==> config.mk <==
export PLATFORM = sky130hd
export DESIGN_NAME = log_write_scheduler_flat
export DESIGN_NICKNAME = d
export VERILOG_FILES = /design/src/rtl/log_pkg.sv /design/src/rtl/log_write_scheduler_if.sv /design/src/rtl/log_rr_arbiter.sv /design/src/rtl/log_write_scheduler.sv /design/src/flat_wrapper.sv
export SDC_FILE = /design/constraint.sdc
export NUM_CORES = 1
export LEC_CHECK = 0
export CAP_MARGIN = 25
export CORE_MARGIN = 2
export CORE_UTILIZATION = 60
export DETAILED_ROUTE_END_ITERATION = 12
export DONT_BUFFER_PORTS = 1
export PLACE_DENSITY_LB_ADDON = 0.12
export SYNTH_ARGS = -nofsm -noshare
export SYNTH_HDL_FRONTEND = slang
export SYNTH_SLANG_ARGS = --single-unit
==> constraint.sdc <==
create_clock -name CLK_50MHz -period 4.29 [get_ports CLK_50MHz]
set_input_delay 1.287 -clock CLK_50MHz [delete_from_list [all_inputs] [get_ports CLK_50MHz]]
set_output_delay 1.287 -clock CLK_50MHz [all_outputs]
set_load 0.02 [all_outputs]
==> src/rtl/log_pkg.sv <==
// Shared types and constants for the EEPROM log write scheduler.
// Holds the FSM encoding, record geometry and the last legal record address.
package log_pkg;

  typedef enum logic [2:0] {
    ST_IDLE    = 3'd0,
    ST_GRANT   = 3'd1,
    ST_ISSUE   = 3'd2,
    ST_WAIT    = 3'd3,
    ST_BACKOFF = 3'd4
  } log_state_e;

  typedef enum logic {
    GNT_A = 1'b0,
    GNT_B = 1'b1
  } grant_e;

  localparam int unsigned REC_W      = 64;
  localparam int unsigned REC_STRIDE = 8;
  localparam logic [14:0] TOP_ADDR   = 15'h7FF8;

  // Record counter holds at all-ones instead of rolling back to zero.
  function automatic logic [15:0] sat_inc16(input logic [15:0] v);
    if (v == 16'hFFFF) begin
      return 16'hFFFF;
    end else begin
      return v + 16'd1;
    end
  endfunction

endpackage

==> src/rtl/log_write_scheduler_if.sv <==
// Requester, I2C page-write engine and status signals of the log scheduler.
// The scheduler takes the master modport; the surrounding system takes slave.
interface log_write_scheduler_if #(
  parameter int unsigned ADDR_W = 15
);
  logic                     req_a;
  logic                     req_b;
  logic [log_pkg::REC_W-1:0] data_a;
  logic [log_pkg::REC_W-1:0] data_b;
  logic                     ack_a;
  logic                     ack_b;
  logic                     wr_start;
  logic [ADDR_W-1:0]        wr_addr;
  logic [log_pkg::REC_W-1:0] wr_data;
  logic                     wr_busy;
  logic                     wr_done;
  logic                     wr_nack;
  logic                     WP;
  logic [15:0]              rec_count;
  logic                     wrapped;
  logic                     err;

  modport master (
    input  req_a, req_b, data_a, data_b, wr_busy, wr_done, wr_nack,
    output ack_a, ack_b, wr_start, wr_addr, wr_data, WP, rec_count, wrapped, err
  );

  modport slave (
    output req_a, req_b, data_a, data_b, wr_busy, wr_done, wr_nack,
    input  ack_a, ack_b, wr_start, wr_addr, wr_data, WP, rec_count, wrapped, err
  );
endinterface

==> src/rtl/log_rr_arbiter.sv <==
// Two-requester round-robin arbiter; grants are combinational, and the
// last-granted requester is remembered only when the scheduler accepts.
module log_rr_arbiter
  import log_pkg::*;
(
  input  logic CLK_50MHz,
  input  logic RESET,
  input  logic req_a,
  input  logic req_b,
  input  logic accept,
  output logic gnt_a,
  output logic gnt_b
);

  grant_e last_q;
  grant_e last_d;

  always_comb begin
    gnt_a = 1'b0;
    gnt_b = 1'b0;
    if (req_a && req_b) begin
      gnt_a = (last_q == GNT_B);
      gnt_b = (last_q == GNT_A);
    end else begin
      gnt_a = req_a;
      gnt_b = req_b;
    end
  end

  always_comb begin
    last_d = last_q;
    if (accept && gnt_a) begin
      last_d = GNT_A;
    end else if (accept && gnt_b) begin
      last_d = GNT_B;
    end else begin
      last_d = last_q;
    end
  end

  // Reset to B so that the very first contested grant goes to A.
  always_ff @(posedge CLK_50MHz or negedge RESET) begin
    if (!RESET) begin
      last_q <= GNT_B;
    end else begin
      last_q <= last_d;
    end
  end

endmodule

==> src/rtl/log_write_scheduler.sv <==
// Schedules 64-bit log records from two requesters into sequential 8-byte
// slots of a 24LC256, with NACK backoff/retry, pointer wrap and status flags.
module log_write_scheduler
  import log_pkg::*;
#(
  parameter int unsigned       ADDR_W    = 15,
  parameter logic [ADDR_W-1:0] BASE_ADDR = 15'h0000,
  parameter int unsigned       MAX_RETRY = 4,
  parameter int unsigned       RETRY_GAP = 25000
) (
  input logic                   CLK_50MHz,
  input logic                   RESET,
  log_write_scheduler_if.master bus
);

  localparam int unsigned       GAP_W    = $clog2(RETRY_GAP + 2);
  localparam int unsigned       RTY_W    = $clog2(MAX_RETRY + 2);
  localparam logic [ADDR_W-1:0] TOP_A    = ADDR_W'(TOP_ADDR);
  localparam logic [ADDR_W-1:0] STRIDE_A = ADDR_W'(REC_STRIDE);
  localparam logic [GAP_W-1:0]  GAP_LAST = GAP_W'(RETRY_GAP - 1);
  localparam logic [RTY_W-1:0]  RTY_MAX  = RTY_W'(MAX_RETRY);

  log_state_e        state_q, state_d;
  logic [ADDR_W-1:0] ptr_q, ptr_d;
  logic [ADDR_W-1:0] wr_addr_q, wr_addr_d;
  logic [REC_W-1:0]  wr_data_q, wr_data_d;
  logic              wr_start_q, wr_start_d;
  logic              ack_a_q, ack_a_d;
  logic              ack_b_q, ack_b_d;
  logic              wp_q, wp_d;
  logic [15:0]       rec_count_q, rec_count_d;
  logic              wrapped_q, wrapped_d;
  logic              err_q, err_d;
  logic [RTY_W-1:0]  retry_q, retry_d;
  logic [GAP_W-1:0]  gap_q, gap_d;
  logic              accept_s;
  logic              gnt_a_s;
  logic              gnt_b_s;

  assign accept_s = (state_q == ST_IDLE) && (bus.req_a || bus.req_b) && !bus.wr_busy;

  log_rr_arbiter u_arb (
    .CLK_50MHz (CLK_50MHz),
    .RESET     (RESET),
    .req_a     (bus.req_a),
    .req_b     (bus.req_b),
    .accept    (accept_s),
    .gnt_a     (gnt_a_s),
    .gnt_b     (gnt_b_s)
  );

  // Next-state and output decode; pulses default low every cycle.
  always_comb begin
    state_d     = state_q;
    ptr_d       = ptr_q;
    wr_addr_d   = wr_addr_q;
    wr_data_d   = wr_data_q;
    wr_start_d  = 1'b0;
    ack_a_d     = 1'b0;
    ack_b_d     = 1'b0;
    wp_d        = wp_q;
    rec_count_d = rec_count_q;
    wrapped_d   = wrapped_q;
    err_d       = err_q;
    retry_d     = retry_q;
    gap_d       = gap_q;
    case (state_q)
      ST_IDLE: begin
        if (accept_s) begin
          state_d   = ST_GRANT;
          wp_d      = 1'b0;
          wr_addr_d = ptr_q;
          if (gnt_a_s) begin
            ack_a_d   = 1'b1;
            wr_data_d = bus.data_a;
          end else if (gnt_b_s) begin
            ack_b_d   = 1'b1;
            wr_data_d = bus.data_b;
          end else begin
            wr_data_d = wr_data_q;
          end
        end else begin
          state_d = ST_IDLE;
        end
      end
      ST_GRANT: begin
        state_d    = ST_ISSUE;
        wr_start_d = 1'b1;
      end
      ST_ISSUE: begin
        state_d = ST_WAIT;
      end
      ST_WAIT: begin
        // A NACK wins over a simultaneous DONE.
        if (bus.wr_nack) begin
          if (retry_q < RTY_MAX) begin
            retry_d = retry_q + {{(RTY_W-1){1'b0}}, 1'b1};
            gap_d   = {GAP_W{1'b0}};
            state_d = ST_BACKOFF;
          end else begin
            err_d   = 1'b1;
            retry_d = {RTY_W{1'b0}};
            wp_d    = 1'b1;
            state_d = ST_IDLE;
          end
        end else if (bus.wr_done) begin
          if (ptr_q == TOP_A) begin
            ptr_d     = BASE_ADDR;
            wrapped_d = 1'b1;
          end else begin
            ptr_d = ptr_q + STRIDE_A;
          end
          rec_count_d = sat_inc16(rec_count_q);
          retry_d     = {RTY_W{1'b0}};
          wp_d        = 1'b1;
          state_d     = ST_IDLE;
        end else begin
          state_d = ST_WAIT;
        end
      end
      ST_BACKOFF: begin
        if (gap_q == GAP_LAST) begin
          state_d    = ST_ISSUE;
          wr_start_d = 1'b1;
        end else begin
          gap_d = gap_q + {{(GAP_W-1){1'b0}}, 1'b1};
        end
      end
      default: begin
        state_d = ST_IDLE;
        wp_d    = 1'b1;
      end
    endcase
  end

  // State and output registers; reset abandons any record in flight.
  always_ff @(posedge CLK_50MHz or negedge RESET) begin
    if (!RESET) begin
      state_q     <= ST_IDLE;
      ptr_q       <= BASE_ADDR;
      wr_addr_q   <= BASE_ADDR;
      wr_data_q   <= {REC_W{1'b0}};
      wr_start_q  <= 1'b0;
      ack_a_q     <= 1'b0;
      ack_b_q     <= 1'b0;
      wp_q        <= 1'b1;
      rec_count_q <= 16'h0000;
      wrapped_q   <= 1'b0;
      err_q       <= 1'b0;
      retry_q     <= {RTY_W{1'b0}};
      gap_q       <= {GAP_W{1'b0}};
    end else begin
      state_q     <= state_d;
      ptr_q       <= ptr_d;
      wr_addr_q   <= wr_addr_d;
      wr_data_q   <= wr_data_d;
      wr_start_q  <= wr_start_d;
      ack_a_q     <= ack_a_d;
      ack_b_q     <= ack_b_d;
      wp_q        <= wp_d;
      rec_count_q <= rec_count_d;
      wrapped_q   <= wrapped_d;
      err_q       <= err_d;
      retry_q     <= retry_d;
      gap_q       <= gap_d;
    end
  end

  assign bus.ack_a     = ack_a_q;
  assign bus.ack_b     = ack_b_q;
  assign bus.wr_start  = wr_start_q;
  assign bus.wr_addr   = wr_addr_q;
  assign bus.wr_data   = wr_data_q;
  assign bus.WP        = wp_q;
  assign bus.rec_count = rec_count_q;
  assign bus.wrapped   = wrapped_q;
  assign bus.err       = err_q;

endmodule
==> src/flat_wrapper.sv <==
// flat-port wrapper written by rule: the top's interface ports become plain ports
module log_write_scheduler_flat import log_pkg::*;
#(
  parameter int unsigned       ADDR_W    = 15,
  parameter logic [ADDR_W-1:0] BASE_ADDR = 15'h0000,
  parameter int unsigned       MAX_RETRY = 4,
  parameter int unsigned       RETRY_GAP = 25000
)
  (CLK_50MHz, RESET, bus_req_a, bus_req_b, bus_data_a, bus_data_b, bus_wr_busy, bus_wr_done, bus_wr_nack, bus_ack_a, bus_ack_b, bus_wr_start, bus_wr_addr, bus_wr_data, bus_WP, bus_rec_count, bus_wrapped, bus_err);
  log_write_scheduler_if #(.ADDR_W(ADDR_W)) bus_i ();
  input logic CLK_50MHz;
  input logic RESET;
  input wire logic [$bits(bus_i.req_a)-1:0] bus_req_a;
  input wire logic [$bits(bus_i.req_b)-1:0] bus_req_b;
  input wire logic [$bits(bus_i.data_a)-1:0] bus_data_a;
  input wire logic [$bits(bus_i.data_b)-1:0] bus_data_b;
  input wire logic [$bits(bus_i.wr_busy)-1:0] bus_wr_busy;
  input wire logic [$bits(bus_i.wr_done)-1:0] bus_wr_done;
  input wire logic [$bits(bus_i.wr_nack)-1:0] bus_wr_nack;
  output wire logic [$bits(bus_i.ack_a)-1:0] bus_ack_a;
  output wire logic [$bits(bus_i.ack_b)-1:0] bus_ack_b;
  output wire logic [$bits(bus_i.wr_start)-1:0] bus_wr_start;
  output wire logic [$bits(bus_i.wr_addr)-1:0] bus_wr_addr;
  output wire logic [$bits(bus_i.wr_data)-1:0] bus_wr_data;
  output wire logic [$bits(bus_i.WP)-1:0] bus_WP;
  output wire logic [$bits(bus_i.rec_count)-1:0] bus_rec_count;
  output wire logic [$bits(bus_i.wrapped)-1:0] bus_wrapped;
  output wire logic [$bits(bus_i.err)-1:0] bus_err;
  assign bus_i.req_a = bus_req_a;
  assign bus_i.req_b = bus_req_b;
  assign bus_i.data_a = bus_data_a;
  assign bus_i.data_b = bus_data_b;
  assign bus_i.wr_busy = bus_wr_busy;
  assign bus_i.wr_done = bus_wr_done;
  assign bus_i.wr_nack = bus_wr_nack;
  assign bus_ack_a = bus_i.ack_a;
  assign bus_ack_b = bus_i.ack_b;
  assign bus_wr_start = bus_i.wr_start;
  assign bus_wr_addr = bus_i.wr_addr;
  assign bus_wr_data = bus_i.wr_data;
  assign bus_WP = bus_i.WP;
  assign bus_rec_count = bus_i.rec_count;
  assign bus_wrapped = bus_i.wrapped;
  assign bus_err = bus_i.err;
  log_write_scheduler #(.ADDR_W(ADDR_W), .BASE_ADDR(BASE_ADDR), .MAX_RETRY(MAX_RETRY), .RETRY_GAP(RETRY_GAP)) u_core (.CLK_50MHz(CLK_50MHz), .RESET(RESET), .bus(bus_i));
endmodule
==> results.cfg, run 1 <==
[status]
status = finished, final reports clean

[logic_synthesis]
synth.area.top_cells = dfrtp_1 (51%), mux2i_1 (10%), a21oi_1 (5.9%), nor2_1 (4.6%), mux2_2 (3.0%)
yosysUniqueCellTypes = 55
ys_ff_latch = 132
synth_edf_count = 0
synthArstFlopShare_pct = 100
synth_top_area_share_pct = 51.2
synthesis.area_mm2 = 0.00636
seq_area_frac_synth_pct = 52.0
syn_inst = 615
synthTopCellsByCount = dfrtp_1 (130), nor2_1 (78), a21oi_1 (75), mux2i_1 (66), nand3_1 (28)
yosysWarnings = 0
synth_top_cell_by_area = dfrtp_1
postSynthAreaPerCell_um2 = 10.3
yosysMostFrequentCell = dfrtp_1
ys.flop_type = dfrtp_1

[worst_setup_path]
end_kind = primary output
crit_arrival_ns = 1.15
crit_required_ns = 3.00
criticalPathCategory = flop to primary output
crit_fanout = 4
reg2reg_slack_ns = 1.90
r2r_end = u_core.ptr_q[13]$_DFFE_PN0P_
worstRegToRegCells = 4
start_kind = flop
r2r-start = u_core.state_q[0]$_DFFE_PN0P_

[place]
io_buffer_count = 0
gp_congestion = 0.859
dpl.hpwl_um = 10100
placed_area_mm2 = 0.00642
place_ws_ns = 1.37

[floorplanning]
core_area_mm2 = 0.0103
row_count = 37
fp.dieH_um = 107
die-area_mm2 = 0.0114
die_w_um = 107
initial_utilization_pct = 61.6
io-pin-count = 236

[layout]
design_area_mm2 = 0.00695
area_delta_synth_final_pct = 9.37
drive_gt1_share_pct = 10.8
nNetsFinal = 744
antennaDiodeCount = 0

[drt]
drt_iter0_markers = 363
wl_per_cell_um = 19.0
post-route-drc-count = 0
wl_um = 14300
vias_per_cell = 6.23
vias = 4699
drt_pass1_iterations = 5
ant_nets = 0

[clock_network]
cts_max_level = 4
cts.sinks = 132
cts_buffer_depth = 2
ctsHoldBuffers = 0
path_clk_slew_ns = 0.06
postCtsSetupBuffers = 0
root_buffer = clkbuf_8
numCtsBuffers = 17
post_cts_resized = 0
cts_tree = built
clk-insertion-delay-late_ns = 0.52

[grt]
antenna_found_initial = 0
grt_pass1_vias = 4480
grt_max_degree = 133
gr-total-overflow = 0
grt_usage_pct = 25.8
grt_pass1_wl_um = 22800

[timing]
fin_tns_setup_ns = 0
period_needed_ns = 2.44
timing.hold.ws_ns = 0.466
drv_slew = 0
tightest_slew_ns = 1.01
finalHoldViolCount = 0
fin_worst_skew_ns = 0.00945
fin_crit_sh_pct = 56.9
worst_slack_ns = 1.85
fmax_mhz = 410
rsz0062_at_grt = false
setup-violations-final = 0
maxSlewHeadroom_pct = 32.1

[run]
drv_cap = 0

[worst_hold_path]
min_path_type = primary input to asynchronous set/reset pin

[power]
vdd_drop_max_mv = 0.288
leakagePower_nw = 3.10
powerDensity_mw_per_mm2 = 701
power_w = 0.00487
-- placed cells by master, fill, tap and decap left out, types with 5 or more instances in the layout --
cell       count
or3_1          6
nand4_1       17
inv_1         16
o211ai_1       9
o21ai_0       12
or4_1         11
mux2_2        17
nor4_1         5
a21oi_1       75
nor2_1        78
nand2_1       24
clkinv_2       6
and3_1         7
xnor2_1        5
mux2i_1       66
nand3_1       28
nand2b_1       6
dfrtp_1      130
o21a_1         5
clkbuf_16     16
-- worst max-delay path by stage --
stage / startpoint / end / slack, ns / cells after the start
CTS: u_core.bus.WP$_DFFE_PN1P_ / bus_WP / 1.83 / 0
global route: u_core.state_q[0]$_DFFE_PN0P_ / u_core.ptr_q[13]$_DFFE_PN0P_ / 1.60 / 4
floorplan: bus_wr_done / u_core.ptr_q[13]$_DFFE_PN0P_ / 1.57 / 5
detailed placement: bus_req_b / u_core.bus.wr_data[19]$_DFFE_PN0P_ / 1.37 / 5
finish: u_core.bus.WP$_DFFE_PN1P_ / bus_WP / 1.85 / 0
global placement: bus_req_b / u_core.bus.wr_data[19]$_DFFE_PN0P_ / 1.40 / 5
-- report_power, final --
part           internal (W)  leakage [nW]  switching [W]
Sequential          0.00170          1.59       0.000888
Combinational      0.000446          1.26       0.000549
Clock              0.000777         0.258       0.000511
Total               0.00292          3.10        0.00195
-- routing by layer --
metal,global-route usage (%),wire length [um]
met1,33.9,5990
met2,40.8,7150
met3,7.54,933
met4,9.65,244
met5,0,0
-- stage by stage --
stage	std cells	util, %
final	754	67.3
after global routing	754	67.3
after CTS	754	67.3
after detailed placement	722	62.2
after global placement	722	62.2
after floorplan	617	-
-- final cells by class --
| cell class | count | area (um^2) |
|---|---|---|
| Fill cell | 800 | 3370 |
| Multi-Input combinational cell | 433 | 2840 |
| Clock buffer | 22 | 443 |
| Sequential cell | 132 | 3310 |
| Timing Repair Buffer | 5 | 50.0 |
| Tap cell | 136 | 170 |
| Inverter | 16 | 60.1 |
| Clock inverter | 10 | 83.8 |
-- sequential cells by signal, summed over array words and instances, names as in the netlist --
signal                flops
u_core.bus.wrapped        1
u_core.bus.wr_data       64
u_core.bus.err            1
u_core.ptr_q             12
u_core.bus.ack_a          1
u_core.bus.wr_addr       12
u_core.bus.WP             1
u_core.bus.ack_b          1
u_core.bus.wr_start       1
u_core.u_arb.last_q       1
u_core.retry_q            3
u_core.state_q            3
u_core.bus.rec_count     16
u_core.gap_q             15
-- cells by family (layout without fill, tap and decap cells) --
group	count (synthesis)	after routing	synth area share, %
adders and majority gates	4	4	0.787
xor gates and xnor gates	9	9	1.24
muxes	83	83	13.4
AOI/OAI and AO/OA	126	126	11.7
buffers and inverters	52	53	3.80
DFF	132	132	52.0
other	1	3	0.0590
and+or+nand+nor	208	208	17.0
(Power assumes the default switching activity.)
==> run 2, diff against run 1 <==
clock period = 2.35 ns   (was 4.29 ns; I/O delays follow)
==> run 2 against run 1 <==
  * The flow now finishes with violations (hold timing)
  * Combinational power up 90%
  * Die area unchanged
  * Sequential power rose by 81%
  * Flip-flop and latch count unchanged
  * Global-route usage is essentially flat
  * Routed wire length grew 1.8%
  * Register-to-register slack lost 1.6 ns
  * Final area up 1.9%
  * Critical path type is now flop to flop
  * Largest cell class unchanged
  * Largest power group unchanged
==> results.cfg, run 2 (synthesis results as in run 1) <==
[timing]
finalHoldViolCount = 130
worst_slack_ns = 0.257
fin_tns_setup_ns = 0
drv_slew = 0
maxSlewHeadroom_pct = 57.2
rsz0062_at_grt = false
fin_crit_sh_pct = 89.1
fmax_mhz = 478
period_needed_ns = 2.09
setup-violations-final = 0
timing.hold.ws_ns = -0.122
fin_worst_skew_ns = 0.00763
tightest_slew_ns = 0.641

[worst_setup_path]
path_delay_family = simple AND/OR/NAND/NOR gates
reg2reg_slack_ns = 0.26
end_kind = flop
path_buf_inv = 0
start_kind = flop
r2r_end = u_core.gap_q[1]$_DFFE_PN0P_
slowest_delay_ns = 0.60
cp_cell_sequence = or4b_4 -> or4_4 -> and3_1 -> a31o_1
crit_fanout = 8
crit_required_ns = 2.76
crit_arrival_ns = 2.50
slowest_stage = or4_4
criticalPathCategory = flop to flop
r2r-start = u_core.gap_q[11]$_DFFE_PN0P_
worstRegToRegCells = 4

[floorplanning]
core_area_mm2 = 0.0103
fp.dieH_um = 107
initial_utilization_pct = 61.6
row_count = 37
die_w_um = 107
die-area_mm2 = 0.0114
io-pin-count = 236

[grt]
grt_pass1_vias = 4382
antenna_found_initial = 0
grt_usage_pct = 25.8
grt_pass1_wl_um = 22700
grt_max_degree = 133
gr-total-overflow = 0

[run]
drv_cap = 0

[status]
status = complete, but fails checks
violations = hold timing

[place]
dp_cells = 730
gp_congestion = 0.896
place_ws_ns = 0.162
dpl.hpwl_um = 10300
io_buffer_count = 0

[drt]
vias = 4759
wl_per_cell_um = 19.1
drt_pass1_iterations = 5
drt_iter0_markers = 295
vias_per_cell = 6.25
wl_um = 14600
post-route-drc-count = 0
ant_nets = 0

[power]
swShare_pct = 39.3
p_seq_share_pct = 51.0
pwr-share-clk_pct = 28.5
vdd_drop_max_mv = 0.569
leakagePower_nw = 3.16
p_switching_w = 0.00362
combPwrFrac_pct = 20.6
powerDensity_mw_per_mm2 = 1300
p_int_w = 0.00559

[layout]
layout_commonest_cell = dfrtp_1
stdcell_count = 762
largest_register_ffs = 64
nNetsFinal = 752
area_delta_synth_final_pct = 11.4
utilization_pct = 68.6
drive_gt1_share_pct = 12.3
antennaDiodeCount = 0
layout_common_cells = dfrtp_1 (130), nor2_1 (78), a21oi_1 (75)

[clock_network]
numCtsBuffers = 17
cts.sinks = 132
cts_tree = built
clk-insertion-delay-late_ns = 0.52
cts_buffer_depth = 2
root_buffer = clkbuf_8
cts_max_level = 4
path_clk_slew_ns = 0.06

[worst_hold_path]
min_path_type = primary input to asynchronous set/reset pin
[run 2: changes by cell type in the layout (fill, tap and decap cells not counted), moves of 2 or more]
cell,delta
clkinv_2,-2
clkinvlp_4,+2
clkbuf_1,-3
buf_4,+7
bufinv_16,+2
[run 2: worst max-delay path by stage]
stage                                              from                                    to  slack, ns  depth (start not counted)
after CTS                  u_core.gap_q[11]$_DFFE_PN0P_           u_core.gap_q[1]$_DFFE_PN0P_       0.27                          4
after detailed placement                    bus_wr_done  u_core.bus.rec_count[15]$_DFFE_PN0P_       0.16                          5
after global placement                      bus_wr_done  u_core.bus.rec_count[11]$_DFFE_PN0P_       0.23                          4
after global routing      u_core.state_q[0]$_DFFE_PN0P_          u_core.gap_q[13]$_DFFE_PN0P_       0.13                          3
after floorplan                             bus_wr_done          u_core.ptr_q[13]$_DFFE_PN0P_       0.22                          5
final                      u_core.gap_q[11]$_DFFE_PN0P_           u_core.gap_q[1]$_DFFE_PN0P_       0.26                          4
[run 2: power by group through the flow]
stage	registers, W	logic, W	clock network (W)
CTS	0.00469	0.00191	0.00266
floorplan	0.00440	0.00163	0
global placement	0.00470	0.00180	0
finish	0.00469	0.00189	0.00262
global route	0.00478	0.00218	0.00276
detailed placement	0.00473	0.00190	0
[run 2: final cells by class]
class | count | area, um^2
sequential | 132 | 3310
fill | 759 | 3240
multi-input combinational | 433 | 2830
clock buffer | 19 | 432
tap | 136 | 170
clock inverter | 13 | 158
timing repair buffer | 13 | 123
inverter | 16 | 60.1
[run 2: layer usage]
layer	track usage, %	wire [um]	vias to the layer above
met1	33.9	5900	2300
met4	13.3	475	0
li1	-	-	2215
met2	40.3	7150	213
met3	6.02	1050	31
met5	0	0	-
[run 2: per-stage QoR]
step / cell area, um^2 / hold slack [ns] / power [W]
CTS: 7080 / -0.139 / 0.00926
finish: 7080 / -0.122 / 0.00921
floorplan: 6360 / 0.409 / 0.00603
global route: 7080 / -0.144 / 0.00972
detailed placement: 6490 / 0.413 / 0.00662
global placement: 6490 / 0.413 / 0.00650
[run 2: what timing repair did]
item | 4_1_cts | 5_1_grt
setup endpoints to repair | 0 | 0
resized for setup | 0 | 0
hold endpoints to repair | 130 | 130
setup buffers | 0 | 0
